==> src/rtl/line_sensor_conditioner.sv <==
// Line-sensor conditioner: per-channel hysteresis thresholding, pattern
// debounce, grid-node detection/counting and line-loss indication.
// All state advances only on cycles where sample_valid is high.
module line_sensor_conditioner #(
  parameter logic [11:0] TH_HI        = 12'd1400,
  parameter logic [11:0] TH_LO        = 12'd1000,
  parameter int          DEBOUNCE     = 3,
  parameter int          NODE_GAP     = 4,
  parameter int          LOST_SAMPLES = 8
) (
  input  logic        clk_50M,
  input  logic        reset,
  input  logic        sample_valid,
  input  logic [11:0] l_val,
  input  logic [11:0] c_val,
  input  logic [11:0] r_val,
  input  logic        clr_count,
  output logic [2:0]  line_pat,
  output logic        pat_valid,
  output logic        node_pulse,
  output logic [5:0]  node_count,
  output logic        lost_line
);

  typedef enum logic [1:0] {FOLLOW, ON_NODE, LEAVING} state_t;

  localparam logic [3:0] DEB_TH  = 4'(DEBOUNCE);
  localparam logic [3:0] GAP_TH  = 4'(NODE_GAP);
  localparam logic [7:0] LOST_TH = 8'(LOST_SAMPLES);

  // Bit order of every pattern is {left, centre, right}.
  logic [11:0] val [3];
  assign val[2] = l_val;
  assign val[1] = c_val;
  assign val[0] = r_val;

  state_t      state_reg, state_next;
  logic [2:0]  raw_reg, raw_next;
  logic [2:0]  raw_thr;
  logic [3:0]  deb_cnt_reg, deb_cnt_next;
  logic [2:0]  line_pat_reg, line_pat_next;
  logic        pat_valid_reg, pat_valid_next;
  logic        node_pulse_reg, node_pulse_next;
  logic [5:0]  node_count_reg, node_count_next;
  logic [3:0]  gap_cnt_reg, gap_cnt_next;
  logic [7:0]  lost_cnt_reg, lost_cnt_next;
  logic        lost_line_reg, lost_line_next;

  // Hysteresis: set at/above TH_HI, clear below TH_LO, otherwise hold.
  generate
    for (genvar gi = 0; gi < 3; gi++) begin : g_hyst
      assign raw_thr[gi] = (val[gi] >= TH_HI) ? 1'b1 :
                           (val[gi] <  TH_LO) ? 1'b0 : raw_reg[gi];
    end
  endgenerate

  // Next-state logic: debounce, node FSM, node counter and lost-line counter.
  always_comb begin
    raw_next        = raw_reg;
    deb_cnt_next    = deb_cnt_reg;
    line_pat_next   = line_pat_reg;
    pat_valid_next  = sample_valid;
    node_pulse_next = 1'b0;
    node_count_next = node_count_reg;
    gap_cnt_next    = gap_cnt_reg;
    lost_cnt_next   = lost_cnt_reg;
    lost_line_next  = lost_line_reg;
    state_next      = state_reg;

    if (sample_valid) begin
      raw_next = raw_thr;

      // Run length of the current raw pattern, saturating at 15.
      if (raw_thr == raw_reg) begin
        deb_cnt_next = (deb_cnt_reg == 4'd15) ? 4'd15 : deb_cnt_reg + 4'd1;
      end else begin
        deb_cnt_next = 4'd1;
      end
      if (deb_cnt_next >= DEB_TH) begin
        line_pat_next = raw_thr;
      end

      // Node tracking runs on the freshly debounced pattern.
      case (state_reg)
        FOLLOW: begin
          if (line_pat_next == 3'b111) begin
            state_next      = ON_NODE;
            node_pulse_next = 1'b1;
            node_count_next = node_count_reg + 6'd1;
          end
        end
        ON_NODE: begin
          if (line_pat_next != 3'b111) begin
            gap_cnt_next = 4'd1;
            state_next   = (GAP_TH <= 4'd1) ? FOLLOW : LEAVING;
          end
        end
        LEAVING: begin
          if (line_pat_next == 3'b111) begin
            state_next = ON_NODE;
          end else begin
            gap_cnt_next = gap_cnt_reg + 4'd1;
            if (gap_cnt_next >= GAP_TH) begin
              state_next = FOLLOW;
            end
          end
        end
        default: state_next = FOLLOW;
      endcase

      // Line loss: run of all-white debounced samples, cleared by any sighting.
      if (line_pat_next == 3'b000) begin
        lost_cnt_next  = (lost_cnt_reg == 8'd255) ? 8'd255 : lost_cnt_reg + 8'd1;
        lost_line_next = (lost_cnt_next >= LOST_TH);
      end else begin
        lost_cnt_next  = 8'd0;
        lost_line_next = 1'b0;
      end
    end

    // Clear wins over a same-cycle increment; the pulse is unaffected.
    if (clr_count) begin
      node_count_next = 6'd0;
    end
  end

  // State registers with synchronous reset.
  always_ff @(posedge clk_50M) begin
    if (reset) begin
      state_reg      <= FOLLOW;
      raw_reg        <= 3'b000;
      deb_cnt_reg    <= 4'd0;
      line_pat_reg   <= 3'b000;
      pat_valid_reg  <= 1'b0;
      node_pulse_reg <= 1'b0;
      node_count_reg <= 6'd0;
      gap_cnt_reg    <= 4'd0;
      lost_cnt_reg   <= 8'd0;
      lost_line_reg  <= 1'b0;
    end else begin
      state_reg      <= state_next;
      raw_reg        <= raw_next;
      deb_cnt_reg    <= deb_cnt_next;
      line_pat_reg   <= line_pat_next;
      pat_valid_reg  <= pat_valid_next;
      node_pulse_reg <= node_pulse_next;
      node_count_reg <= node_count_next;
      gap_cnt_reg    <= gap_cnt_next;
      lost_cnt_reg   <= lost_cnt_next;
      lost_line_reg  <= lost_line_next;
    end
  end

  assign line_pat   = line_pat_reg;
  assign pat_valid  = pat_valid_reg;
  assign node_pulse = node_pulse_reg;
  assign node_count = node_count_reg;
  assign lost_line  = lost_line_reg;

endmodule

==> config.mk <==
export PLATFORM = sky130hd
export DESIGN_NAME = line_sensor_conditioner
export DESIGN_NICKNAME = d
export VERILOG_FILES = /design/src/rtl/line_sensor_conditioner.sv
export SDC_FILE = /design/constraint.sdc
export NUM_CORES = 1
export LEC_CHECK = 0
export CORE_ASPECT_RATIO = 1.4
export CORE_MARGIN = 2
export CORE_UTILIZATION = 46
export CTS_BUF_LIST = sky130_fd_sc_hd__clkbuf_4
export DETAILED_ROUTE_END_ITERATION = 10
export PLACE_DENSITY_LB_ADDON = 0.15
export SLEW_MARGIN = 40
export SYNTH_ARGS = -nofsm -noshare
export SYNTH_HDL_FRONTEND = slang
export SYNTH_SLANG_ARGS = --single-unit
==> constraint.sdc <==
create_clock -name clk_50M -period 2 [get_ports clk_50M]
set_input_delay 0.3 -clock clk_50M [delete_from_list [all_inputs] [get_ports clk_50M]]
set_output_delay 0.3 -clock clk_50M [all_outputs]
set_load 0.02 [all_outputs]
# After elaboration in Yosys (flattened, before gate mapping)

Index checks and enable logic that the tools add are counted.

Flip-flop bits (word level): 33

Add/sub/neg operators: 4
Order comparisons: 9
Equal/unequal tests: 11
Muxes and demuxes: 23
Bitwise gates (word level): 2
Reductions and logical operators: 8

Operators by type and width:

| operator                                                             | number |
|---|---|
| greater-or-equal comparator 12 x 11 -> 1 bit (second input constant) | 3 |
| < comparator 12 x 10 -> 1 bit (second input constant)                | 3 |
| 2-to-1 mux 4 bit                                                     | 5 |
| 2-to-1 mux 8 bit                                                     | 2 |
| adder 4 x 1 -> 4 bit (second input constant)                         | 2 |
| adder 8 x 1 -> 8 bit (second input constant)                         | 1 |
| == test 8 bit (second input constant)                                | 1 |
| greater-or-equal comparator 8 x 4 -> 1 bit (second input constant)   | 1 |
| 2-to-1 mux 1 bit                                                     | 8 |
| 2-to-1 mux 2 bit                                                     | 4 |
| case mux 4 bit (2 select lines)                                      | 1 |
| AND reduction 4 bit                                                  | 2 |
| adder 6 x 1 -> 6 bit (second input constant)                         | 1 |
| 2-to-1 mux 3 bit                                                     | 2 |
| != test 2 bit (second input constant)                                | 3 |
| != test 3 bit (second input constant)                                | 2 |
| case mux 2 bit (3 select lines)                                      | 1 |
| == test 4 bit (second input constant)                                | 1 |
| greater-or-equal comparator 4 x 2 -> 1 bit (second input constant)   | 1 |
| greater-or-equal comparator 4 x 3 -> 1 bit (second input constant)   | 1 |
| == test 3 bit                                                        | 1 |
| == test 3 bit (second input constant)                                | 1 |
| zero test 3 bit                                                      | 1 |
| AND reduction 3 bit                                                  | 1 |
| 7 further kinds                                                      | 8 |

# Depth between registers and ports, before layout

Gate-level depths: netlist of run 1.

Depth in word-level cells: 12
Depth in mapped cells: 10
Mapped depth without buffers: 8

# Worst setup path after synthesis of run 1

OpenSTA, ideal clock, no wires.

Path type: reg-to-reg
From: reg deb_cnt_reg[0]
To: reg gap_cnt_reg[0]
Setup time: 0.122 ns
Arrival: 1.763 ns
Required time: 1.878 ns
Slack: 0.115 ns
Cell stages (with the launch flop): 10
Clock period less this slack: 1.885 ns
Path through: dfxtp_1 ha_1 nand2_1 a21oi_1 o21ai_1 nand3_2 mux2i_1 buf_4 nand2_2 o311a_1

Longest elaborated chain between the ends: 10

Ends and longest elaborated chain:

| what                                                         | line   | text |
|---|---|---|
| start: declaration                                           | 40     | `logic [3:0] deb_cnt_reg, deb_cnt_next;` |
| start signal: assignment                                     | 143    | `deb_cnt_reg <= deb_cnt_next;` |
| adder 4 x 1 -> 4 bit / == test 4 bit (equally long branches) | 75     | `deb_cnt_next = (deb_cnt_reg == 4'd15) ? 4'd15 : deb_cnt_reg + 4'd1;` |
| 2-to-1 mux 4 bit *                                           | 75     |  |
| 2-to-1 mux 4 bit *                                           | 74     | `if (raw_thr == raw_reg) begin` |
| 2-to-1 mux 4 bit *                                           | 70     | `if (sample_valid) begin` |
| greater-or-equal comparator 4 x 2 -> 1 bit *                 | 79     | `if (deb_cnt_next >= DEB_TH) begin` |
| 2-to-1 mux 3 bit *                                           | 79     |  |
| 2-to-1 mux 3 bit *                                           | 70     |  |
| == test 3 bit / != test 3 bit (equally long branches)        | 99, 93 |  |
| != test 2 bit (no source line)                               | -      |  |
| AND reduction 4 bit (no source line) *                       | -      |  |
| end signal: assignment                                       | 148    | `gap_cnt_reg <= gap_cnt_next;` |
| end: declaration                                             | 45     | `logic [3:0] gap_cnt_reg, gap_cnt_next;` |

Every way passes the cells marked *; elsewhere a longest branch is shown, timed or not. The select of a mux whose other input is x is not followed.
A chain may end at the register's enable or synchronous reset.

# Final worst setup path of run 1

From: reg deb_cnt_reg[0]
To: reg gap_cnt_reg[3]

The elaborated chain is that of the path after synthesis.

==> impl_metrics.csv, run 1 <==
group,metric,value,unit
power,peakVddDrop,0.313,mV
drt,wire_per_inst,13.3,µm
clock_network,cts_tree,"built",
drt,wl,4840,µm
critical_path,worstPathCellList,"ha_4 > nand2_2 > a21oi_1 > o21ai_2 > nand3_4 > mux2i_2 > buf_4 > buf_6 > buf_6 > a21bo_2 > a31oi_2",
finish,largest_reg_flops,8,
clock_network,cts-hold-fix-buffers,0,
drt,drt_iter0_markers,110,
clock_network,cts_max_level,2,
critical_path,worst_ep_arrival_time,2.16,ns
sta,setup_violations,0,
placed_design,globalplace.congestion,0.879,
global_route,gr-total-overflow,0,
critical_path,crit_path_start_kind,"flip-flop",
logic_synthesis,syn_nets,298,
clock_network,cts.clk_slew.worst_paths,0.10,ns
sta,worst_pin_slew,0.400,ns
finish,n_antenna_cell,0,
critical_path,ff2ff_setup_slack,0.09,ns
global_route,grt_max_degree,25,
critical_path,critPathMostFrequentCell,"buf_6",
floorplanning,io_pins,52,
sta,max_slew_margin,0.730,
sta,final_hold_viol_count,0,
logic_synthesis,synth.top_cell.area_share,0.331,
floorplanning,std_cell_rows,28,
critical_path,crit_required,2.26,ns
power,power.density,467,nW/µm²
power,leakage,1.02,nW
finish,area_growth,37.4,%
logic_synthesis,ys_warn_count,0,
clock_network,clockBufferDepth,2,
critical_path,crit_family,"compound AO/OA/AOI/OAI gates",
drt,drc,0,
clock_network,cts_root_buf,"clkbuf_4",
clock_network,cts_sinks,33,
logic_synthesis,synth_top_cell_by_area,"dfxtp_1",
logic_synthesis,async_flop_share,0,
sta,rsz0062_at_grt,"no",
critical_path,path_class,"flip-flop to flip-flop",
finish,final_cell_mix,"30 x dfxtp_1, 27 x buf_4, 24 x dlygate4sd2_1",
finish,nets,364,
global_route,grtUsageTotal,0.216,
drt,dr.pass1.iters,4,
sta,hold-worst-slack,0.477,ns
logic_synthesis,synthTopCellsByArea,"dfxtp_1 33%, a21oi_1 4.5%, o21ai_0 4.0%",
critical_path,critPathSlowestCell,"dfxtp_2",
critical_path,crit_buf_inv,3,
floorplanning,start_util,0.475,
logic_synthesis,ys_types,53,
floorplanning,core-area,4200,µm²
logic_synthesis,ys_seq_area_frac,0.331,
sta,post-route-min-period,1.91,ns
logic_synthesis,ys_seq_elements,33,
sta,fmax,524,MHz
sta,fin_crit_sh,0.953,
global_route,antenna_found_initial,0,
global_route,grt_pass1_wl,8260,µm
logic_synthesis,syn_inst,254,
clock_network,insertion_delay,0.33,ns
critical_path,endpoint_kind,"flip-flop",
floorplanning,die_w,59.7,µm
floorplanning,design.die.area,4890,µm²
global_route,grt_pass1_vias,1986,
min_path,hp-class,"flip-flop to flip-flop",
logic_synthesis,syn_avg_cell_area,7.86,µm²
clock_network,cts-buffers-inserted,5,
floorplanning,die_height,81.9,µm
flow_run,drv_cap,0,
drt,ant_nets,0,
critical_path,crit_path_max_incr_delay,0.35,ns
drt,via_per_inst,5.82,
finish,mostFrequentLayoutCell,"dfxtp_1",
drt,num_vias,2126,
finish,fin_util,0.652,
sta,clock_skew,0.00611,ns
placed_design,portBuffers,42,
sta,drv_slew,0,
placed_design,dp_hpwl,3600,µm
logic_synthesis,synth_edf_count,0,
critical_path,critPathMaxFanout,6,
status,status,"finished clean",
finish,drive_gt1_frac,0.209,
logic_synthesis,synth_area,2000,µm²
logic_synthesis,ys.flop_type,"dfxtp_1",
-- cell families (layout without fill, tap and decap cells) --
logic type	Yosys count	in the layout	share of synthesized area
XOR/XNOR	2	2	0.00878
buffers and inverters	23	89	0.0539
AND/OR/NAND/NOR	102	102	0.263
adder cells (fa/ha/maj)	4	4	0.0251
flip-flops	33	33	0.331
AO/OA/AOI/OAI	85	85	0.291
multiplexers	5	5	0.0270
-- metal layers --
metal / track usage / wire (µm) / up-vias / part of all wire
li1: - / - / 1090 / -
met4: 0.107 / 106 / 0 / 0.022
met3: 0.0504 / 145 / 8 / 0.030
met2: 0.366 / 2510 / 46 / 0.52
met1: 0.249 / 2080 / 982 / 0.43
met5: 0 / 0 / - / 0
-- worst paths after layout --
check | startpoint | endpoint | cells past startpoint
worst max-delay path | deb_cnt_reg[0] | gap_cnt_reg[3] | 11
worst min-delay path | lost_line | lost_line | 2
worst max register to register | deb_cnt_reg[0] | gap_cnt_reg[3] | 11
worst min register to register | lost_line | lost_line | 2
-- report_power, final --
| group | switching (W) | internal (W) | total [W] |
|---|---|---|---|
| clock | 0.000216 | 0.000141 | 0.000357 |
| sequential | 0.0000127 | 0.000671 | 0.000683 |
| combinational | 0.000118 | 0.000123 | 0.000241 |
| total | 0.000347 | 0.000935 | 0.00128 |
-- repair_timing --
| item | CTS | global route |
|---|---|---|
| buffers inserted | 4 | 0 |
| gates resized for setup | 34 | 17 |
| endpoints found under the setup margin | 14 | 13 |
| cloned | 1 | 0 |
| pin swaps | 15 | 11 |
-- layout make-up --
type | instances | area, µm²
well taps | 45 | 56.3
clock buffers | 6 | 45.0
flip-flops and latches | 33 | 664
fillers | 376 | 1460
clock inverters | 1 | 3.75
inverters | 10 | 37.5
multi-input cells | 198 | 1310
repair buffers | 72 | 626
-- Yosys cell counts, types with 2 or more instances --
library cell,n
and2_1,3
mux2i_1,2
clkbuf_1,7
o21ai_0,16
a21oi_1,18
a21boi_1,2
buf_4,3
a21bo_2,2
nand4_1,9
and3_1,4
inv_1,10
o31ai_1,5
dfxtp_1,33
o21ai_1,4
a22oi_1,2
nor3_1,13
a211oi_1,6
ha_1,4
nor4_1,2
xor2_1,2
nor2_1,20
buf_2,2
nand3b_1,2
o2bb2ai_1,2
a31oi_1,3
or3_1,6
nand2_1,20
mux2_2,3
nand3_2,2
a41oi_1,3
nand3_1,13
o211ai_1,8
o21a_1,3
-- through the flow --
stage | setup WS [ns] | total power (W) | instance area, µm² | TNS [ns] | std cells
after global placement | -0.462 | 0.000928 | 2590 | -7.88 | 353
after global routing | 0.00716 | 0.00135 | 2740 | 0 | 365
after CTS | 0.0104 | 0.00129 | 2690 | 0 | 365
after detailed placement | -0.511 | 0.000932 | 2590 | -8.47 | 353
after floorplan | 0.115 | 0.000807 | 2000 | 0 | 254
final | 0.0931 | 0.00128 | 2740 | 0 | 365
-- tightest hold or removal path, stage by stage, from the launching register on --
cell and delay, ns:
dfxtp_1 0.32, nand2_1 0.06, a21oi_1 0.06
Power figures use the tool's default switching activity.
==> inputs of run 2 (changes only) <==
- CTS_CLUSTER_SIZE: default -> 10
- GPL_TIMING_DRIVEN: default -> 0
==> impl_metrics.csv, run 2 (synthesized netlist as in run 1, its figures left out) <==
group,metric,value,unit
critical_path,crit_path_max_incr_delay,0.37,ns
critical_path,worstPathCellList,"ha_4 > nand2_2 > a21oi_2 > o21ai_2 > nand3_4 > mux2i_4 > buf_6 > buf_8 > o41ai_2",
global_route,gr-total-overflow,0,
global_route,grtUsageTotal,0.223,
finish,drive_gt1_frac,0.179,
finish,final_cell_mix,"30 x dfxtp_1, 21 x dlygate4sd2_1, 19 x nor2_1, 19 x nand2_1, 16 x o21ai_0",
finish,n_antenna_cell,0,
global_route,antenna_found_initial,0,
sta,clock_skew,0.00505,ns
clock_network,cts_max_level,2,
sta,worst_pin_slew,0.511,ns
sta,post-route-min-period,1.93,ns
sta,drv_slew,0,
floorplanning,die_height,81.9,µm
critical_path,path_class,"flip-flop to flip-flop",
floorplanning,core-area,4200,µm²
floorplanning,start_util,0.475,
clock_network,cts.clk_slew.worst_paths,0.11,ns
placed_design,portBuffers,40,
power,power.density,523,nW/µm²
power,clockPowerShare,0.360,
clock_network,clockBufferDepth,2,
drt,wl,4990,µm
power,peakVddDrop,0.377,mV
placed_design,globalplace.congestion,0.879,
floorplanning,design.die.area,4890,µm²
critical_path,critPathSlowestCell,"dfxtp_4",
critical_path,worst_ep_arrival_time,2.18,ns
floorplanning,io_pins,52,
sta,max_slew_margin,0.659,
placed_design,dp_hpwl,3560,µm
finish,largest_reg_flops,8,
critical_path,rr_worst_depth,9,
placed_design,placed_cell_area,2450,µm²
floorplanning,die_w,59.7,µm
clock_network,cts_sinks,33,
floorplanning,std_cell_rows,28,
status,status,"finished clean",
finish,stdcell_area,2720,µm²
critical_path,critPathMaxFanout,10,
drt,drt_iter0_markers,123,
drt,drc,0,
drt,num_vias,2152,
clock_network,insertion_delay,0.34,ns
power,leakage,0.997,nW
drt,via_per_inst,6.10,
sta,final_hold_viol_count,0,
drt,dr.pass1.iters,4,
placed_design,dp_cells,339,
flow_run,drv_cap,0,
min_path,whs_path_depth,3,
power,combPwrFrac,0.159,
power,swShare,0.262,
power,p_switching,0.000373,W
clock_network,cts_tree,"built",
drt,ant_nets,0,
critical_path,endpoint_kind,"flip-flop",
drt,wire_per_inst,14.1,µm
clock_network,cts-buffers-inserted,5,
finish,nets,351,
power,seqPwrFrac,0.480,
finish,area_growth,36.1,%
sta,setup_violations,0,
finish,mostFrequentLayoutCell,"dfxtp_1",
sta,fin_crit_sh,0.967,
sta,fmax,517,MHz
critical_path,crit_required,2.24,ns
clock_network,cts_root_buf,"clkbuf_4",
global_route,grt_max_degree,11,
power,p_int,0.00105,W
min_path,hp-class,"input port to flip-flop",
global_route,grt_pass1_wl,8490,µm
finish,stdcell_count,353,
global_route,grt_pass1_vias,1996,
critical_path,crit_path_start_kind,"flip-flop",
==> run 2: critical path: cells and delay by family (launching register included) <==
family                     cells  cell delay (ns)
AOI/OAI and AO/OA              3             0.53
buffers and inverters          2             0.30
and+or+nand+nor                2             0.21
DFF                            1             0.37
adders and majority gates      1             0.17
muxes                          1             0.23
==> run 2: path summary, 6_finish.rpt <==
check / slack, ns / end / from
setup / recovery: 0.07 / state_reg[0] / deb_cnt_reg[1]
hold / removal: 0.36 / node_pulse / sample_valid
hold reg to reg: 0.47 / lost_line / lost_line
setup reg to reg: 0.07 / state_reg[0] / deb_cnt_reg[1]
==> run 2: final cells by class <==
| class | instances | area [µm²] |
|---|---|---|
| Fill cell | 397 | 1490 |
| Multi-Input combinational cell | 198 | 1360 |
| Sequential cell | 33 | 672 |
| Timing Repair Buffer | 46 | 438 |
| Buffer | 13 | 77.6 |
| Tap cell | 45 | 56.3 |
| Clock buffer | 6 | 45.0 |
| Inverter | 10 | 37.5 |
| Clock inverter | 2 | 33.8 |
==> run 2: power by group through the flow <==
stage / registers (W) / clock network [W] / logic (W)
6_report: 0.000682 / 0.000512 / 0.000226
3_3_place_gp: 0.000698 / 0 / 0.000204
3_5_place_dp: 0.000698 / 0 / 0.000206
2_1_floorplan: 0.000698 / 0 / 0.000109
4_1_cts: 0.000685 / 0.000523 / 0.000213
5_1_grt: 0.000685 / 0.000555 / 0.000247
==> run 2: what timing repair did <==
item                                    4_1_cts  5_1_grt
pin swaps                                    10        9
endpoints found under the setup margin       22       21
buffers inserted                              2        3
hold buffers                                  0        0
gates resized for setup                      44       18
gates cloned                                  1        0
==> run 2: layer usage <==
metal	part of all wire	track usage	wire length (µm)
met4	0.016	0.100	79
met3	0.035	0.0488	175
met1	0.42	0.259	2100
met2	0.53	0.384	2640
met5	0	0	0
==> run 2: metrics by stage <==
| stage | hold WS [ns] | TNS (ns) | setup WS, ns | utilization | total power [W] |
|---|---|---|---|---|---|
| after global placement | 0.454 | -13.64 | -0.731 | 0.583 | 0.000902 |
| after global routing | 0.366 | -0.0729 | -0.0229 | 0.646 | 0.00149 |
| final | 0.362 | 0 | 0.0667 | 0.646 | 0.00142 |
| after floorplan | 0.467 | 0 | 0.115 | - | 0.000807 |
| after CTS | 0.335 | 0 | 0.000438 | 0.626 | 0.00142 |
| after detailed placement | 0.462 | -13.66 | -0.724 | 0.583 | 0.000904 |
==> inputs of run 3 (changes only) <==
- CORE_UTILIZATION: 46 -> 50
- PLACE_DENSITY: default -> 0.92
- PLACE_DENSITY_LB_ADDON: 0.15 -> default
- clock period: 2 -> 2.3 ns (I/O delays scaled with it)
==> impl_metrics.csv, run 3 (synthesized netlist as in run 1, its figures left out) <==
group,metric,value,unit
status,status,"finished clean",
global_route,gr-total-overflow,0,
global_route,grt_max_degree,11,
drt,wire_per_inst,14.9,µm
placed_design,placed_cell_area,2450,µm²
drt,dr.pass1.iters,4,
critical_path,critPathMaxFanout,10,
min_path,whs_path_depth,3,
sta,clock_skew,0.00539,ns
critical_path,path_class,"input port to flip-flop",
floorplanning,core-area,3880,µm²
flow_run,drv_cap,0,
finish,nets,345,
power,p_total,0.00123,W
clock_network,clockBufferDepth,2,
floorplanning,std_cell_rows,27,
drt,num_vias,2146,
placed_design,dp_hpwl,3660,µm
finish,largest_reg_flops,8,
clock_network,cts_sinks,33,
critical_path,r2r-start,"deb_cnt_reg[1]",
clock_network,post_cts_buffers,0,
floorplanning,die_height,78.8,µm
finish,drive_gt1_frac,0.123,
floorplanning,die_w,57.4,µm
finish,area_growth,29.4,%
sta,fin_crit_sh,0.967,
global_route,grtUsageTotal,0.237,
sta,worst_pin_slew,0.552,ns
critical_path,rr_endpoint,"gap_cnt_reg[0]",
min_path,hp-start,"sample_valid",
global_route,grt_pass1_wl,8590,µm
clock_network,cts-buffers-inserted,5,
sta,final_hold_viol_count,0,
floorplanning,start_util,0.514,
critical_path,ff2ff_setup_slack,0.16,ns
min_path,hp-class,"input port to flip-flop",
drt,wl,5130,µm
sta,tns,0,ns
critical_path,crit_path_start_kind,"input port",
finish,mostFrequentLayoutCell,"clkdlybuf4s50_1",
finish,fillers,309,
clock_network,cts-hold-fix-buffers,0,
critical_path,rr_worst_depth,8,
global_route,antenna_found_initial,0,
finish,fin_util,0.665,
critical_path,worst_ep_arrival_time,2.51,ns
placed_design,portBuffers,40,
placed_design,globalplace.congestion,0.779,
power,power.density,477,nW/µm²
power,peakVddDrop,0.402,mV
finish,n_antenna_cell,0,
drt,drc,0,
sta,post-route-min-period,2.22,ns
drt,drt_iter0_markers,109,
finish,final_cell_mix,"39 x clkdlybuf4s50_1, 31 x dfxtp_1, 20 x nor2_1, 20 x nand2_1, 17 x a21oi_1",
clock_network,cts_root_buf,"clkbuf_4",
sta,max_slew_margin,0.632,
clock_network,insertion_delay,0.35,ns
sta,setup_violations,0,
drt,ant_nets,0,
min_path,holdPathEnd,"node_pulse",
critical_path,crit_required,2.59,ns
critical_path,endpoint_kind,"flip-flop",
power,leakage,0.869,nW
floorplanning,io_pins,52,
finish,stdcell_area,2580,µm²
clock_network,cts.clk_slew.worst_paths,0.10,ns
sta,rsz0062_at_grt,"yes",
global_route,grt_pass1_vias,2012,
sta,drv_slew,0,
clock_network,cts_max_level,2,
clock_network,cts_tree,"built",
floorplanning,design.die.area,4520,µm²
drt,via_per_inst,6.22,
sta,fmax,450,MHz
-- run 3: cell types whose count changed in the layout (fill, tap and decap cells not counted), moves of 2 or more --
cell	delta
clkdlybuf4s50_1	+26
a21oi_2	-2
dlygate4sd2_1	-21
o2bb2ai_2	-2
buf_4	-5
nand3_1	+2
o2bb2ai_1	+2
a21oi_1	+2
dfxtp_4	-3
dlymetal6s2s_1	-5
dfxtp_2	+2
-- run 3: per-layer routing --
metal	GRT usage	up-vias	wire, µm
li1	-	1056	-
met1	0.264	1015	1990
met2	0.423	63	2750
met4	0.105	0	108
met3	0.0489	12	276
met5	0	-	0
-- run 3: power breakdown --
| part | switching (W) | total, W | internal, W |
|---|---|---|---|
| combinational | 0.0000975 | 0.000192 | 0.0000947 |
| clock | 0.000205 | 0.000443 | 0.000238 |
| sequential | 0.0000133 | 0.000596 | 0.000583 |
| total | 0.000315 | 0.00123 | 0.000915 |
-- run 3: cell type report --
class	instances	area, µm²	share of cell area
Multi-Input combinational cell	198	1270	0.493
Inverter	10	37.5	0.0145
Sequential cell	33	663	0.257
Timing Repair Buffer	40	403	0.156
Clock buffer	6	45.0	0.0174
Tap cell	43	53.8	0.0208
Clock inverter	2	33.8	0.0131
Buffer	13	73.8	0.0286
-- run 3: repair_timing --
item	CTS	global route
endpoints found under the hold margin	0	0
endpoints found under the setup margin	3	22
gates cloned	0	0
gates resized for setup	1	13
-- run 3: through the flow --
| stage | instances | hold WS [ns] | setup slack, ns |
|---|---|---|---|
| 2_1_floorplan | 254 | 0.467 | 0.415 |
| 3_3_place_gp | 337 | 0.455 | -0.411 |
| 3_5_place_dp | 337 | 0.466 | -0.397 |
| 4_1_cts | 345 | 0.376 | 0.0165 |
| 5_1_grt | 345 | 0.418 | -0.0846 |
| 6_report | 345 | 0.398 | 0.0759 |
-- run 3: how the worst max path moves through the flow --
stage / cells after the start / start / slack, ns / to
2_1_floorplan: 9 / deb_cnt_reg[0] / 0.42 / gap_cnt_reg[0]
3_3_place_gp: 9 / l_val[9] / -0.41 / gap_cnt_reg[0]
3_5_place_dp: 9 / l_val[9] / -0.40 / gap_cnt_reg[0]
4_1_cts: 9 / r_val[9] / 0.02 / gap_cnt_reg[0]
5_1_grt: 9 / l_val[9] / -0.08 / lost_cnt_reg[5]
6_report: 9 / l_val[7] / 0.08 / node_count[3]
-- run 3: critical path, cell delays in order --
cell,delay (ns)
clkdlybuf4s50_1,0.50
o211ai_1,0.13
o211ai_1,0.21
and4_4,0.25
nand3_2,0.15
mux2i_4,0.25
buf_6,0.17
or3_1,0.36
a21oi_2,0.14
